`src/rtl/lzrw_pkg.sv`:
```
// Shared LZRW constants, FSM state type and length clamp helper.
package lzrw_pkg;

  localparam int unsigned LZRW_MAX_MATCH = 18;
  localparam int unsigned LZRW_MIN_MATCH = 3;

  typedef enum logic [1:0] {
    IDLE    = 2'd0,
    COMPARE = 2'd1,
    DONE    = 2'd2
  } match_state_e;

  function automatic int unsigned clamp_len(input int unsigned avail,
                                            input int unsigned max_len);
    return (avail > max_len) ? max_len : avail;
  endfunction

endpackage

```
`src/rtl/lane_prefix_count.sv`:
```
// Counts leading equal bytes across a LANES-byte slice, limited to lim_i.
module lane_prefix_count #(
  parameter int unsigned LANES = 4,
  parameter int unsigned CNT_W = 3
) (
  input  logic [LANES*8-1:0] a_i,
  input  logic [LANES*8-1:0] b_i,
  input  logic [CNT_W-1:0]   lim_i,
  output logic [CNT_W-1:0]   k_o
);

  logic run_c;

  // Leading-equal scan; the first mismatch or the limit stops counting.
  always_comb begin
    k_o   = '0;
    run_c = 1'b1;
    for (int unsigned i = 0; i < LANES; i++) begin
      if (run_c && (CNT_W'(i) < lim_i) && (a_i[i*8 +: 8] == b_i[i*8 +: 8])) begin
        k_o = CNT_W'(i + 1);
      end else begin
        run_c = 1'b0;
      end
    end
  end

endmodule

```
`src/rtl/match_length_engine.sv`:
```
// Multi-cycle LZRW match-length comparator: LANES bytes per cycle, early
// exit on mismatch, length capped at the bytes remaining in the input.
// Optional saturating statistics counters under `define MATCH_STATS_EN.
module match_length_engine
  import lzrw_pkg::*;
#(
  parameter int unsigned MAX_MATCH = LZRW_MAX_MATCH,
  parameter int unsigned MIN_MATCH = LZRW_MIN_MATCH,
  parameter int unsigned LANES     = 4,
  parameter int unsigned LEN_W     = $clog2(MAX_MATCH + 1)
) (
  input  logic                   clk,
  input  logic                   reset_n,
  input  logic                   in_valid,
  output logic                   in_ready,
  input  logic                   cand_hit,
  input  logic [MAX_MATCH*8-1:0] cur_bytes,
  input  logic [MAX_MATCH*8-1:0] ref_bytes,
  input  logic [LEN_W+7:0]       avail_len,
  output logic                   out_valid,
  input  logic                   out_ready,
  output logic [LEN_W-1:0]       match_len,
  output logic                   match_ok,
  output logic                   busy,
  output logic [31:0]            stat_cmp,
  output logic [31:0]            stat_hit
);

  localparam logic [LEN_W-1:0] LANES_L = LEN_W'(LANES);
  localparam logic [LEN_W-1:0] MIN_L   = LEN_W'(MIN_MATCH);

  match_state_e           state_q, state_d;
  logic [MAX_MATCH*8-1:0] cur_q, cur_d, ref_q, ref_d;
  logic [LEN_W-1:0]       cap_q, cap_d, acc_q, acc_d, g_q, g_d;
  logic                   ok_q, ok_d;

  logic [LEN_W-1:0]       cap_in, remain, lim, k, acc_sum;
  logic [LANES*8-1:0]     cur_sl, ref_sl;
  logic                   accept;

  assign accept = in_valid && (state_q == IDLE);
  assign cap_in = LEN_W'(clamp_len(32'(avail_len), MAX_MATCH));

  // While comparing, acc always equals g*LANES, so cap-acc is the bytes left
  // for group g; this avoids a multiplier in the limit path.
  assign remain  = cap_q - acc_q;
  assign lim     = (remain < LANES_L) ? remain : LANES_L;
  assign acc_sum = acc_q + k;

  // Select group g; bytes past MAX_MATCH are forced unequal (00 vs FF).
  always_comb begin
    cur_sl = '0;
    ref_sl = '1;
    for (int unsigned i = 0; i < LANES; i++) begin
      if (32'(g_q) * LANES + i < MAX_MATCH) begin
        cur_sl[i*8 +: 8] = cur_q[(32'(g_q) * LANES + i)*8 +: 8];
        ref_sl[i*8 +: 8] = ref_q[(32'(g_q) * LANES + i)*8 +: 8];
      end
    end
  end

  lane_prefix_count #(
    .LANES (LANES),
    .CNT_W (LEN_W)
  ) u_lane_prefix_count (
    .a_i   (cur_sl),
    .b_i   (ref_sl),
    .lim_i (lim),
    .k_o   (k)
  );

  // Next-state logic: accept, per-group compare, result handshake.
  always_comb begin
    state_d = state_q;
    cur_d   = cur_q;
    ref_d   = ref_q;
    cap_d   = cap_q;
    acc_d   = acc_q;
    g_d     = g_q;
    ok_d    = ok_q;
    unique case (state_q)
      IDLE: begin
        if (in_valid) begin
          cur_d = cur_bytes;
          ref_d = ref_bytes;
          cap_d = cap_in;
          acc_d = '0;
          g_d   = '0;
          ok_d  = 1'b0;
          if (!cand_hit || (cap_in == '0)) begin
            state_d = DONE;
            ok_d    = (MIN_MATCH == 0);
          end else begin
            state_d = COMPARE;
          end
        end
      end
      COMPARE: begin
        acc_d = acc_sum;
        if ((k < lim) || (acc_sum == cap_q)) begin
          state_d = DONE;
          ok_d    = (acc_sum >= MIN_L);
        end else begin
          g_d = g_q + 1'b1;
        end
      end
      DONE: begin
        if (out_ready) state_d = IDLE;
      end
      default: state_d = IDLE;
    endcase
  end

  // State and datapath registers.
  always_ff @(posedge clk or negedge reset_n) begin
    if (!reset_n) begin
      state_q <= IDLE;
      cur_q   <= '0;
      ref_q   <= '0;
      cap_q   <= '0;
      acc_q   <= '0;
      g_q     <= '0;
      ok_q    <= 1'b0;
    end else begin
      state_q <= state_d;
      cur_q   <= cur_d;
      ref_q   <= ref_d;
      cap_q   <= cap_d;
      acc_q   <= acc_d;
      g_q     <= g_d;
      ok_q    <= ok_d;
    end
  end

  assign in_ready  = (state_q == IDLE);
  assign out_valid = (state_q == DONE);
  assign busy      = (state_q != IDLE);
  assign match_len = acc_q;
  assign match_ok  = ok_q;

`ifdef MATCH_STATS_EN
  logic [31:0] cmp_q, hit_q;

  // Saturating counters of accepted candidates and qualifying results.
  always_ff @(posedge clk or negedge reset_n) begin
    if (!reset_n) begin
      cmp_q <= '0;
      hit_q <= '0;
    end else begin
      if (accept && (cmp_q != '1)) cmp_q <= cmp_q + 32'd1;
      if ((state_q == DONE) && out_ready && ok_q && (hit_q != '1)) hit_q <= hit_q + 32'd1;
    end
  end

  assign stat_cmp = cmp_q;
  assign stat_hit = hit_q;
`else
  logic unused_accept;
  assign unused_accept = accept;
  assign stat_cmp      = '0;
  assign stat_hit      = '0;
`endif

endmodule

```
`config.mk`:
```
export PLATFORM = sky130hd
export DESIGN_NAME = match_length_engine
export DESIGN_NICKNAME = d
export VERILOG_FILES = /design/src/rtl/lzrw_pkg.sv /design/src/rtl/lane_prefix_count.sv /design/src/rtl/match_length_engine.sv
export SDC_FILE = /design/constraint.sdc
export NUM_CORES = 1
export LEC_CHECK = 0
export ABC_CLOCK_PERIOD_IN_PS = 6500
export BUFFER_PORTS_ARGS = -buffer_cell sky130_fd_sc_hd__buf_2
export CORE_AREA = 2 2 168 170
export CTS_BUF_LIST = sky130_fd_sc_hd__clkbuf_16
export CTS_CLUSTER_SIZE = 25
export DETAILED_ROUTE_END_ITERATION = 7
export DIE_AREA = 0 0 170 172
export GPL_ROUTABILITY_DRIVEN = 0
export PLACE_DENSITY = 0.86
export SETUP_SLACK_MARGIN = 0.15
export SLEW_MARGIN = 10
export SYNTH_ARGS = -nofsm -noshare
export SYNTH_HDL_FRONTEND = slang
export SYNTH_SLANG_ARGS = --single-unit
```
`constraint.sdc`:
```
create_clock -name clk -period 6.5 [get_ports clk]
set_clock_uncertainty 0.2 [all_clocks]
set_input_delay 1.3 -clock clk [delete_from_list [all_inputs] [get_ports clk]]
set_output_delay 1.3 -clock clk [all_outputs]
set_load 0.02 [all_outputs]
```
==> results of run 1 <==
==> cell type report <==
type,instances,area (um^2),share of cell area (%)
flip-flops and latches,306,7660,44.9
multi-input cells,1245,6120,35.9
repair buffers,324,1680,9.86
clock buffers,35,876,5.14
well taps,346,433,2.54
clock inverters,22,159,0.932
inverters,19,71.3,0.418
diodes,19,47.5,0.279
==> where the power goes <==
part	internal, uW	switching [uW]
sequential	2790	644
clock	1050	771
combinational	1110	1660
==> placed cells by master, fill, tap and decap left out, drive strengths merged, types with 5 or more instances in the layout <==
cell	synthesis	layout
nand2	874	874
buf	69	324
dfrtp	306	306
xnor2	67	67
conb	1	64
xor2	61	61
clkbuf	68	35
inv	18	29
nand3	20	20
diode	0	19
o21ai	19	19
nor4	17	17
mux4	14	14
nor2	13	13
nand4	13	13
ha	11	11
nor3	9	9
clkinv	1	9
a21oi	7	7
o41ai	7	7
a31oi	5	5
o22ai	5	5
nor2b	5	5
==> cell usage after synthesis, types with 3 or more instances <==
cell type	count	area [um^2]
a21oi_1	7	35.0
xnor2_1	67	587
nand2_1	874	3280
inv_1	17	63.8
o41ai_1	7	61.3
mux4_1	3	78.8
nand3_1	20	100
buf_2	3	15.0
ha_1	11	138
o21ai_0	16	80.1
o21ai_1	3	15.0
nor2_1	13	48.8
o22ai_1	5	31.3
clkbuf_1	68	255
mux4_2	11	248
nor3_1	8	40.0
nand4_1	13	81.3
dfrtp_1	306	7660
nor2b_1	5	31.3
nor4_1	17	106
xor2_1	61	534
buf_4	64	480
a31oi_1	5	31.3
==> per-layer routing <==
layer | vias up | wire, um
met5 | - | 94
met1 | 5708 | 15500
met2 | 540 | 18700
met4 | 14 | 1920
li1 | 5634 | -
met3 | 127 | 3100
==> metrics by stage <==
step	cells	cell area, um^2	setup WS [ns]	total power, uW	utilization, %
after floorplan	1707	14600	1.57	5350	-
after global placement	2240	16000	1.13	6020	58.1
after CTS	2297	17000	0.963	8040	61.9
after detailed placement	2240	16000	0.991	6170	58.1
after global routing	2307	17000	0.552	8590	62.0
final	2316	17000	0.904	8030	62.0
==> worst max-delay path: stages, from the launching register on <==
cell and delay [ns]:
dfrtp_2 0.58, inv_2 0.23, nor4_1 0.51, o22ai_1 0.17
or4_4 0.43, a211oi_2 0.25, o41ai_1 0.11, and2_1 0.19
and2b_1 0.20, ha_1 0.17, inv_1 0.06, fa_1 0.40
nor2b_1 0.12, o21ai_0 0.09, xor2_1 0.27, xor2_1 0.22
a31oi_1 0.16, nand4_1 0.12, or2_2 0.11, a2bb2oi_2 0.52
nand2_1 0.12, a32o_1 0.23
==> logic make-up (layout without fill, tap and decap cells) <==
logic type / Yosys count / after routing
and+or+nand+nor: 960 / 960
buffers and inverters: 156 / 400
other: 1 / 83
xor gates and xnor gates: 128 / 128
adders and majority gates: 13 / 13
DFF: 306 / 306
muxes: 16 / 16
AOI/OAI and AO/OA: 64 / 64
==> final timing paths <==
kind | slack [ns] | to | from
worst max-delay path | 0.90 | match_ok$_DFFE_PN0P_ | g_q[0]$_DFFE_PN0P_
worst min-delay path | 0.28 | cur_q[113]$_DFFE_PN0P_ | cur_q[113]$_DFFE_PN0P_
worst max register to register | 0.90 | match_ok$_DFFE_PN0P_ | g_q[0]$_DFFE_PN0P_
worst min register to register | 0.28 | cur_q[113]$_DFFE_PN0P_ | cur_q[113]$_DFFE_PN0P_
max in group asynchronous | 4.26 | match_len[0]$_DFFE_PN0P_ | reset_n
min in group asynchronous | 0.54 | cur_q[116]$_DFFE_PN0P_ | reset_n
==> registers in the layout, indices dropped and copies added (netlist names) <==
signal	cells
cap_q	5
cur_q	144
g_q	5
match_len	5
match_ok	1
ref_q	144
state_q	2
==> reports/qor.yml, run 1 <==
cts:
  cts_hold_buf: 0
  clock_sinks: 306
  tritoncts.num_buffers: 34
  htreeDepth: 2
  cts_tree: "done"
  cts-resized-gates: 0
  cts.path.max_buffers: 3
  clk_latency_ns: 0.52
  path_clk_slew_ns: 0.06
  post_cts_buffers: 0
  clockRootBuffer: "clkbuf_16"
detailed_routing:
  num_vias: 12023
  wl_per_cell_um: 16.9
  avgViaCountPerCell: 5.19
  route.final.wire_length_mm: 39.2
  drt_pass1_iterations: 5
  drc: 0
  ant_nets: 0
  first_iter_violations: 898
critical_path:
  end_kind: "flip-flop"
  reg2regPathDepth: 21
  crit_required_ns: 6.69
  crit_path_start_kind: "flip-flop"
  path_class: "reg -> reg"
  arrival_ns: 5.78
  critPathMaxFanout: 17
grt:
  grt_remaining_overflow: 0
  antenna_found_initial: 22
  use_met1_pct: 34.2
  grt_pass1_wl_mm: 61.3
  grtUsageMet3_pct: 7.00
  busiest_layer: "met2"
  grt_max_degree: 169
  grt_pass1_vias: 11860
  grtUsageTotal_pct: 27.0
  met2_usage_pct: 44.0
synth:
  synth_compound_area_share_pct: 3.19
  synth_fa_ha_area_share_pct: 1.24
  synth_ff_type: "dfrtp_1"
  synth_edf_count: 0
  synthArstFlopShare_pct: 100
  seq_area_frac_synth_pct: 53.3
  netlist_instances: 1644
  synth.cell_area_um2: 14400
  synth-seq-cells: 306
  syn_area_per_cell_um2: 8.74
  synth_xor_area_share_pct: 7.80
  synth_top_family_by_area: "simple AND/OR/NAND/NOR gates"
  yosys_warnings: 0
  synth_mux_area_share_pct: 2.41
  synth_cell_types: 54
  synth-simple-area-share_pct: 26.2
timing:
  worstMarginPinSlew_ns: 1.17
  min_period_ns: 5.60
  rsz0062_at_grt: "false"
  slew_headroom_pct: 22.2
  holdWs_ns: 0.276
  setup_violations: 0
  hold_viol: 0
  fin_crit_sh_pct: 86.1
  fmax_mhz: 179
  finalMaxSlewViolations: 0
  fin_tns_setup_ns: 0
floorplan:
  fp.dieW_um: 170
  die-area_um2: 29200
  io_pins: 379
  die_y_um: 172
  rows: 61
  initial_core_util_pct: 52.3
  core_region_area_um2: 27500
pwr:
  p_leak_uw: 0.00927
  power.density_nw_per_um2: 471
  ir_drop_mv: 0.241
placed_design:
  io_buffers: 314
  place_hpwl_mm: 27.7
finish:
  synthToLayoutAreaGrowth_pct: 18.6
  fin_nets: 2249
  drive_above_1_share_pct: 20.1
  fill_cells: 2279
worst_hold_path:
  hold_class: "reg -> reg"
  hold-path-cell-count: 2
flow_run:
  drv_cap: 0
status:
  status: "complete, no violations"
No activity file was read; power rests on OpenSTA's default activity.
==> run 2: changes to the inputs <==
--- a/config.mk
+++ b/config.mk
@@ -5,13 +5,13 @@
 export SDC_FILE = /design/constraint.sdc
 export NUM_CORES = 1
 export LEC_CHECK = 0
+export ABC_AREA = 1
 export ABC_CLOCK_PERIOD_IN_PS = 6500
 export BUFFER_PORTS_ARGS = -buffer_cell sky130_fd_sc_hd__buf_2
-export CORE_AREA = 2 2 168 170
+export CORE_AREA = 2 2 172 174
 export CTS_BUF_LIST = sky130_fd_sc_hd__clkbuf_16
-export CTS_CLUSTER_SIZE = 25
 export DETAILED_ROUTE_END_ITERATION = 7
-export DIE_AREA = 0 0 170 172
+export DIE_AREA = 0 0 174 176
 export GPL_ROUTABILITY_DRIVEN = 0
 export PLACE_DENSITY = 0.86
 export SETUP_SLACK_MARGIN = 0.15
==> reports/qor.yml, run 2 <==
critical_path:
  cp_common_cell: "nand2_1"  # was xor2_1
  crit_buf_inv: 5  # was 2
  critPathTopFamily: "simple AND/OR/NAND/NOR gates"  # unchanged
  path_class: "reg -> reg"  # unchanged
  arrival_ns: 5.37  # was 5.78 ns
  crit_required_ns: 6.70  # was 6.69 ns
  crit_path_start_kind: "flip-flop"  # unchanged
  end_kind: "flip-flop"  # unchanged
  slowest_stage: "inv_2"  # was dfrtp_2
  critPathMaxStageDelay_ns: 0.76  # was 0.58 ns
  critPathMaxFanout: 50  # was 17
detailed_routing:
  wl_per_cell_um: 14.8  # was 16.9 um
  num_vias: 13641  # was 12.0k
  first_iter_violations: 940  # was 898
  route.final.wire_length_mm: 40.5  # was 39.2 mm
  drc: 0  # unchanged
  avgViaCountPerCell: 4.99  # was 5.19
  drt_pass1_iterations: 5  # unchanged
  ant_nets: 0  # unchanged
finish:
  finish.utilization_pct: 63.0  # was 62.0%
  fin_nets: 2632  # was 2,249
  synthToLayoutAreaGrowth_pct: 17.7  # was 18.6%
  final_cell_mix: "1,001 x nand2_1, 313 x buf_2, 304 x dfrtp_1"  # was 873 x nand2_1, 313 x buf_2, 305 x dfrtp_1
  drive_above_1_share_pct: 16.5  # was 20.1%
  fill_cells: 2518  # was 2,279
  final_common_cell: "nand2_1"  # unchanged
  reg.largest.list: "cur_q: 144 flops, ref_q: 144 flops"  # unchanged
placed_design:
  place_hpwl_mm: 28.2  # was 27.7 mm
  io_buffers: 314  # unchanged
  dpl_worst_slack_ns: 1.41  # was 0.991 ns
floorplan:
  die-area_um2: 30600  # was 29,200 um^2
  io_pins: 379  # unchanged
  die_y_um: 176  # was 172 um
  fp.dieW_um: 174  # was 170 um
  initial_core_util_pct: 53.6  # was 52.3%
  core_region_area_um2: 28500  # was 27,500 um^2
  rows: 62  # was 61
timing:
  finalMaxSlewViolations: 0  # unchanged
  layout_setup_ws_ns: 1.33  # was 0.904 ns
  setup_violations: 0  # unchanged
  slew_headroom_pct: 26.4  # was 22.2%
  hold_viol: 0  # unchanged
  rsz0062_at_grt: "false"  # unchanged
  worstMarginPinSlew_ns: 1.10  # was 1.17 ns
  fmax_mhz: 193  # was 179 MHz
  fin_tns_setup_ns: 0  # unchanged
  min_period_ns: 5.17  # was 5.60 ns
  fin_crit_sh_pct: 79.6  # was 86.1%
pwr:
  finalPower_uw: 8180  # was 8030 uW
  power.density_nw_per_um2: 455  # was 471 nW/um^2
  ir_drop_mv: 0.248  # was 0.241 mV
  p_leak_uw: 0.0100  # was 0.00927 uW
cts:
  cts-resized-gates: 0  # unchanged
  clk_latency_ns: 0.51  # was 0.52 ns
  htreeDepth: 2  # unchanged
  path_clk_slew_ns: 0.06  # about the same
  clockRootBuffer: "clkbuf_16"  # unchanged
  cts_hold_buf: 0  # unchanged
  cts.path.max_buffers: 3  # unchanged
  tritoncts.num_buffers: 35  # was 34
  clock_sinks: 306  # unchanged
  cts_tree: "done"  # unchanged
  post_cts_buffers: 0  # unchanged
grt:
  grt_max_degree: 152  # was 169
  grt_pass1_wl_mm: 65.9  # was 61.3 mm
  grt_pass1_vias: 13722  # was 11.9k
  grtUsageTotal_pct: 26.5  # was 27.0%
  antenna_found_initial: 12  # was 22
  grt_remaining_overflow: 0  # unchanged
flow_run:
  drv_cap: 0  # unchanged
synth:
  synthTopCellsByArea: "dfrtp_1 50%, nand2_1 25%, o21ai_0 4.5%"  # was dfrtp_1 53%, nand2_1 23%, xnor2_1 4.1%
  netlist_instances: 2043  # was 1,644
  synth_ff_type: "dfrtp_1"  # unchanged
  yosys_warnings: 0  # unchanged
  synthDominantCellAreaShare_pct: 50.1  # was 53.3%
  synth_cell_types: 39  # was 54
  synth_commonest_cells: "1,002 x nand2_1, 306 x dfrtp_1, 149 x inv_1"  # was 874 x nand2_1, 306 x dfrtp_1, 68 x clkbuf_1
  yosysMostFrequentCell: "nand2_1"  # unchanged
  seq_area_frac_synth_pct: 50.1  # was 53.3%
  synth_top_area_cell: "dfrtp_1"  # unchanged
  syn_area_per_cell_um2: 7.48  # was 8.74 um^2
  synth.cell_area_um2: 15300  # was 14,400 um^2
  synth-seq-cells: 306  # unchanged
  synth_edf_count: 0  # unchanged
  synthArstFlopShare_pct: 100  # unchanged
status:
  status: "complete, no violations"  # unchanged
worst_hold_path:
  hold_class: "reg -> reg"  # unchanged
## run 2: cell count changes in the layout (fill, tap and decap cells not counted), moves of 16 or more
| cell | change |
|---|---|
| nand2_1 | +128 |
| inv_1 | +126 |
| o21ai_0 | +120 |
| nor2_1 | +92 |
| nand3_1 | +47 |
| xnor2_1 | -40 |
| xor2_1 | -34 |
| nor4_1 | -16 |
## run 2: cells by family (layout without fill, tap and decap cells)
kind of cell             count (synthesis)  count (layout)  share of synthesized area, %
buffers and inverters                  304             536                          9.47
AND/OR/NAND/NOR                       1193            1193                          30.2
adder cells (fa/ha/maj)                 13              13                          1.16
flip-flops                             306             306                          50.1
XOR/XNOR                                54              54                          3.09
AO/OA/AOI/OAI                          172             172                          5.97
other                                    1              77                        0.0245
## run 2: worst paths after layout
check	depth (start not counted)	to	startpoint	slack (ns)
worst max-delay path	29	g_q[2]$_DFFE_PN0P_	g_q[0]$_DFFE_PN0P_	1.33
worst min-delay path	2	cur_q[117]$_DFFE_PN0P_	cur_q[117]$_DFFE_PN0P_	0.28
worst max register to register	29	g_q[2]$_DFFE_PN0P_	g_q[0]$_DFFE_PN0P_	1.33
worst min register to register	2	cur_q[117]$_DFFE_PN0P_	cur_q[117]$_DFFE_PN0P_	0.28
max in group asynchronous	2	ref_q[135]$_DFFE_PN0P_	reset_n	3.94
min in group asynchronous	1	cur_q[27]$_DFFE_PN0P_	reset_n	0.61
## run 2: routing by layer
metal / vias to the layer above / part of all wire [%] / GRT usage (%)
met5: - / 0.027 / 0
met4: 2 / 3.9 / 11.8
met3: 109 / 6.0 / 3.88
met2: 502 / 49 / 45.0
met1: 6369 / 41 / 34.0
li1: 6659 / - / -
## run 2: worst reg2reg max path, delay by kind of cell (launching register included)
kind                       cells  cell delay, ns
adders and majority gates      2            0.54
and+or+nand+nor               17            1.98
buffers and inverters          5            1.02
xor gates and xnor gates       1            0.12
AOI/OAI and AO/OA              4            0.56
DFF                            1            0.67
## run 2: final cells by class
| class | instances | area (um^2) | share of cell area, % |
|---|---|---|---|
| diodes | 13 | 32.5 | 0.181 |
| clock buffers | 37 | 926 | 5.15 |
| flip-flops and latches | 306 | 7660 | 42.6 |
| clock inverters | 25 | 209 | 1.16 |
| multi-input cells | 1496 | 6430 | 35.7 |
| repair buffers | 324 | 1680 | 9.35 |
| inverters | 150 | 571 | 3.17 |
| well taps | 384 | 480 | 2.67 |
## run 2: power breakdown
group	switching, uW	internal, uW	total [uW]	leakage (uW)
logic	1870	1050	2920	0.00563
registers	531	2780	3310	0.00379
clock network	771	1180	1950	0.000575
total	3180	5010	8180	0.0100
## run 2: metrics by stage
stage,cells,hold WS (ns),instance area [um^2]
2_1_floorplan,2106,0.241,15500
3_3_place_gp,2660,0.262,16800
3_5_place_dp,2660,0.262,16800
4_1_cts,2722,0.281,18000
5_1_grt,2732,0.299,18000
6_report,2735,0.279,18000
==> run 3: changes to the inputs <==
--- a/config.mk
+++ b/config.mk
@@ -5,13 +5,13 @@
 export SDC_FILE = /design/constraint.sdc
 export NUM_CORES = 1
 export LEC_CHECK = 0
-export ABC_AREA = 1
-export ABC_CLOCK_PERIOD_IN_PS = 6500
+export ABC_AREA = 0
+export ABC_CLOCK_PERIOD_IN_PS = 5180
 export BUFFER_PORTS_ARGS = -buffer_cell sky130_fd_sc_hd__buf_2
-export CORE_AREA = 2 2 172 174
+export CORE_AREA = 2 2 168 170
 export CTS_BUF_LIST = sky130_fd_sc_hd__clkbuf_16
 export DETAILED_ROUTE_END_ITERATION = 7
-export DIE_AREA = 0 0 174 176
+export DIE_AREA = 0 0 170 172
 export GPL_ROUTABILITY_DRIVEN = 0
 export PLACE_DENSITY = 0.86
 export SETUP_SLACK_MARGIN = 0.15
==> constraint.sdc (replaced) <==
create_clock -name clk -period 5.18 [get_ports clk]
set_clock_uncertainty 0.2 [all_clocks]
set_input_delay 1.036 -clock clk [delete_from_list [all_inputs] [get_ports clk]]
set_output_delay 1.036 -clock clk [all_outputs]
set_load 0.02 [all_outputs]
==> reports/qor.yml, run 3 (same netlist as run 1, synthesis figures left out) <==
flow_run:
  drv_cap: 0  # unchanged
finish:
  fin_nets: 2285  # was 2,632
  final_cell_mix: "873 x nand2_1, 313 x buf_2, 304 x dfrtp_1"  # was 1,001 x nand2_1, 313 x buf_2, 304 x dfrtp_1
  drive_above_1_share_pct: 22.8  # was 16.5%
  final_common_cell: "nand2_1"  # unchanged
  reg.largest.list: "cur_q: 144 flops, ref_q: 144 flops"  # unchanged
  synthToLayoutAreaGrowth_pct: 22.0  # was 17.7%
  finalNonFillerCells: 2360  # was 2,735
critical_path:
  crit_buf_inv: 2  # was 5
  path_class: "reg -> reg"  # unchanged
  end_kind: "flip-flop"  # unchanged
  crit_required_ns: 5.37  # was 6.70 ns
  cp_common_cell: "xor2_1"  # was nand2_1
  crit_path_start_kind: "flip-flop"  # unchanged
  reg2regPathDepth: 21  # was 29
  critPathMaxStageDelay_ns: 0.54  # was 0.76 ns
  critPathMaxFanout: 6  # was 50
  r2r-start: "g_q[0]$_DFFE_PN0P_"  # unchanged
  crit_chain: "mux4_2 -> xor2_1 -> or4_4 -> a211oi_4 -> o41ai_2 -> and2_1 -> and2b_1 -> ha_2 -> inv_2 -> fa_2 -> nor2b_1 -> o21ai_1 -> xor2_1 -> xor2_1 -> a31oi_2 -> nand4_1 -> or2_4 -> buf_4 -> a2bb2oi_4 -> nand3_1 -> o21ai_1"
  path_depth: 21  # was 29
  critPathTopFamily: "simple AND/OR/NAND/NOR gates"  # unchanged
  arrival_ns: 5.34  # was 5.37 ns
  crit_start: "g_q[0]$_DFFE_PN0P_"  # unchanged
  slowest_stage: "mux4_2"  # was inv_2
pwr:
  finalPower_uw: 10200  # was 8180 uW
  ir_drop_mv: 0.284  # was 0.248 mV
  p_leak_uw: 0.00949  # was 0.0100 uW
  power.density_nw_per_um2: 583  # was 455 nW/um^2
timing:
  rsz0062_at_grt: "true"  # was false
  worstMarginPinSlew_ns: 1.02  # was 1.10 ns
  min_period_ns: 5.15  # was 5.17 ns
  finalMaxSlewViolations: 0  # unchanged
  holdWs_ns: 0.269  # was 0.279 ns
  slew_headroom_pct: 32.0  # was 26.4%
  fmax_mhz: 194  # was 193 MHz
  setup_violations: 0  # unchanged
  fin_crit_sh_pct: 99.5  # was 79.6%
  hold_viol: 0  # unchanged
cts:
  cts.path.max_buffers: 3  # unchanged
  tritoncts.num_buffers: 35  # unchanged
  clockRootBuffer: "clkbuf_16"  # unchanged
  path_clk_slew_ns: 0.06  # about the same
  cts_tree: "done"  # unchanged
  clk_latency_ns: 0.51  # about the same
  htreeDepth: 2  # unchanged
  clock_sinks: 306  # unchanged
  cts_hold_buf: 0  # unchanged
grt:
  grt_max_degree: 157  # was 152
  grt_remaining_overflow: 0  # unchanged
  grtUsageTotal_pct: 27.1  # was 26.5%
  grt_pass1_wl_mm: 61.6  # was 65.9 mm
  grt_pass1_vias: 12013  # was 13.7k
  antenna_found_initial: 28  # was 12
floorplan:
  core_region_area_um2: 27500  # was 28,500 um^2
  fp.dieW_um: 170  # was 174 um
  die-area_um2: 29200  # was 30,600 um^2
  rows: 61  # was 62
  die_y_um: 172  # was 176 um
  initial_core_util_pct: 52.3  # was 53.6%
  io_pins: 379  # unchanged
detailed_routing:
  drc: 0  # unchanged
  first_iter_violations: 1038  # was 940
  num_vias: 12242  # was 13.6k
  ant_nets: 0  # unchanged
  wl_per_cell_um: 16.8  # was 14.8 um
  route.final.wire_length_mm: 39.7  # was 40.5 mm
  drt_pass1_iterations: 5  # unchanged
  avgViaCountPerCell: 5.19  # was 4.99
worst_hold_path:
  hold-path-cell-count: 2  # unchanged
  min_from: "ref_q[66]$_DFFE_PN0P_"  # was cur_q[117]$_DFFE_PN0P_
  hold_class: "reg -> reg"  # unchanged
status:
  status: "complete, no violations"  # unchanged
placed_design:
  io_buffers: 314  # unchanged
  place_inst: 2256  # was 2,660
  place_hpwl_mm: 27.9  # was 28.2 mm
[run 3: final timing paths]
check                                    endpoint  slack [ns]
setup / recovery               g_q[1]$_DFFE_PN0P_        0.03
min in group asynchronous  cur_q[116]$_DFFE_PN0P_        0.42
hold reg to reg             ref_q[66]$_DFFE_PN0P_        0.27
max in group asynchronous  ref_q[136]$_DFFE_PN0P_        3.15
hold / removal              ref_q[66]$_DFFE_PN0P_        0.27
setup reg to reg               g_q[1]$_DFFE_PN0P_        0.03
[run 3: per-stage QoR]
stage	util (%)	TNS, ns	setup WS (ns)	instance area, um^2
after floorplan	-	0	0.247	14600
after global placement	58.7	0	0.0453	16100
after detailed placement	58.7	-0.844	-0.150	16100
after CTS	63.0	0	0.159	17300
after global routing	63.7	-1.02	-0.178	17500
final	63.8	0	0.0259	17500
[run 3: routing by layer]
metal  vias to the layer above  part of all wire (%)  GRT usage [%]
met3                       140                   8.3           7.10
met1                      5816                    39           34.2
met5                         -                  0.29              0
met4                        16                   4.9           13.2
met2                       552                    47           43.7
li1                       5718                     -              -
[run 3: final cells by class]
| cell class | instances | area, um^2 |
|---|---|---|
| Antenna cell | 22 | 55.1 |
| Multi-Input combinational cell | 1246 | 6290 |
| Tap cell | 346 | 433 |
| Fill cell | 2183 | 9940 |
| Sequential cell | 306 | 7660 |
| Inverter | 19 | 72.6 |
| Clock buffer | 36 | 901 |
| Timing Repair Buffer | 358 | 1980 |
| Clock inverter | 27 | 139 |
[run 3: report_power, final]
group          internal [uW]  switching [uW]  leakage, uW  total (uW)
logic                   1470            2200      0.00515        3680
clock network           1270             992     0.000541        2260
registers               3500             786      0.00380        4290
total                   6240            3980      0.00949       10200
[run 3: tightest hold or removal path: cells and delay by family, from the launching register on]
family | cells | cell delay [ns]
flip-flops | 1 | 0.33
AND/OR/NAND/NOR | 2 | 0.10
[run 3: timing repair]
item	in CTS	in global routing
resized for setup	14	20
setup buffers	10	8
setup endpoints to repair	8	9
endpoints found under the hold margin	0	0
pin swaps	7	22
cloned	1	0
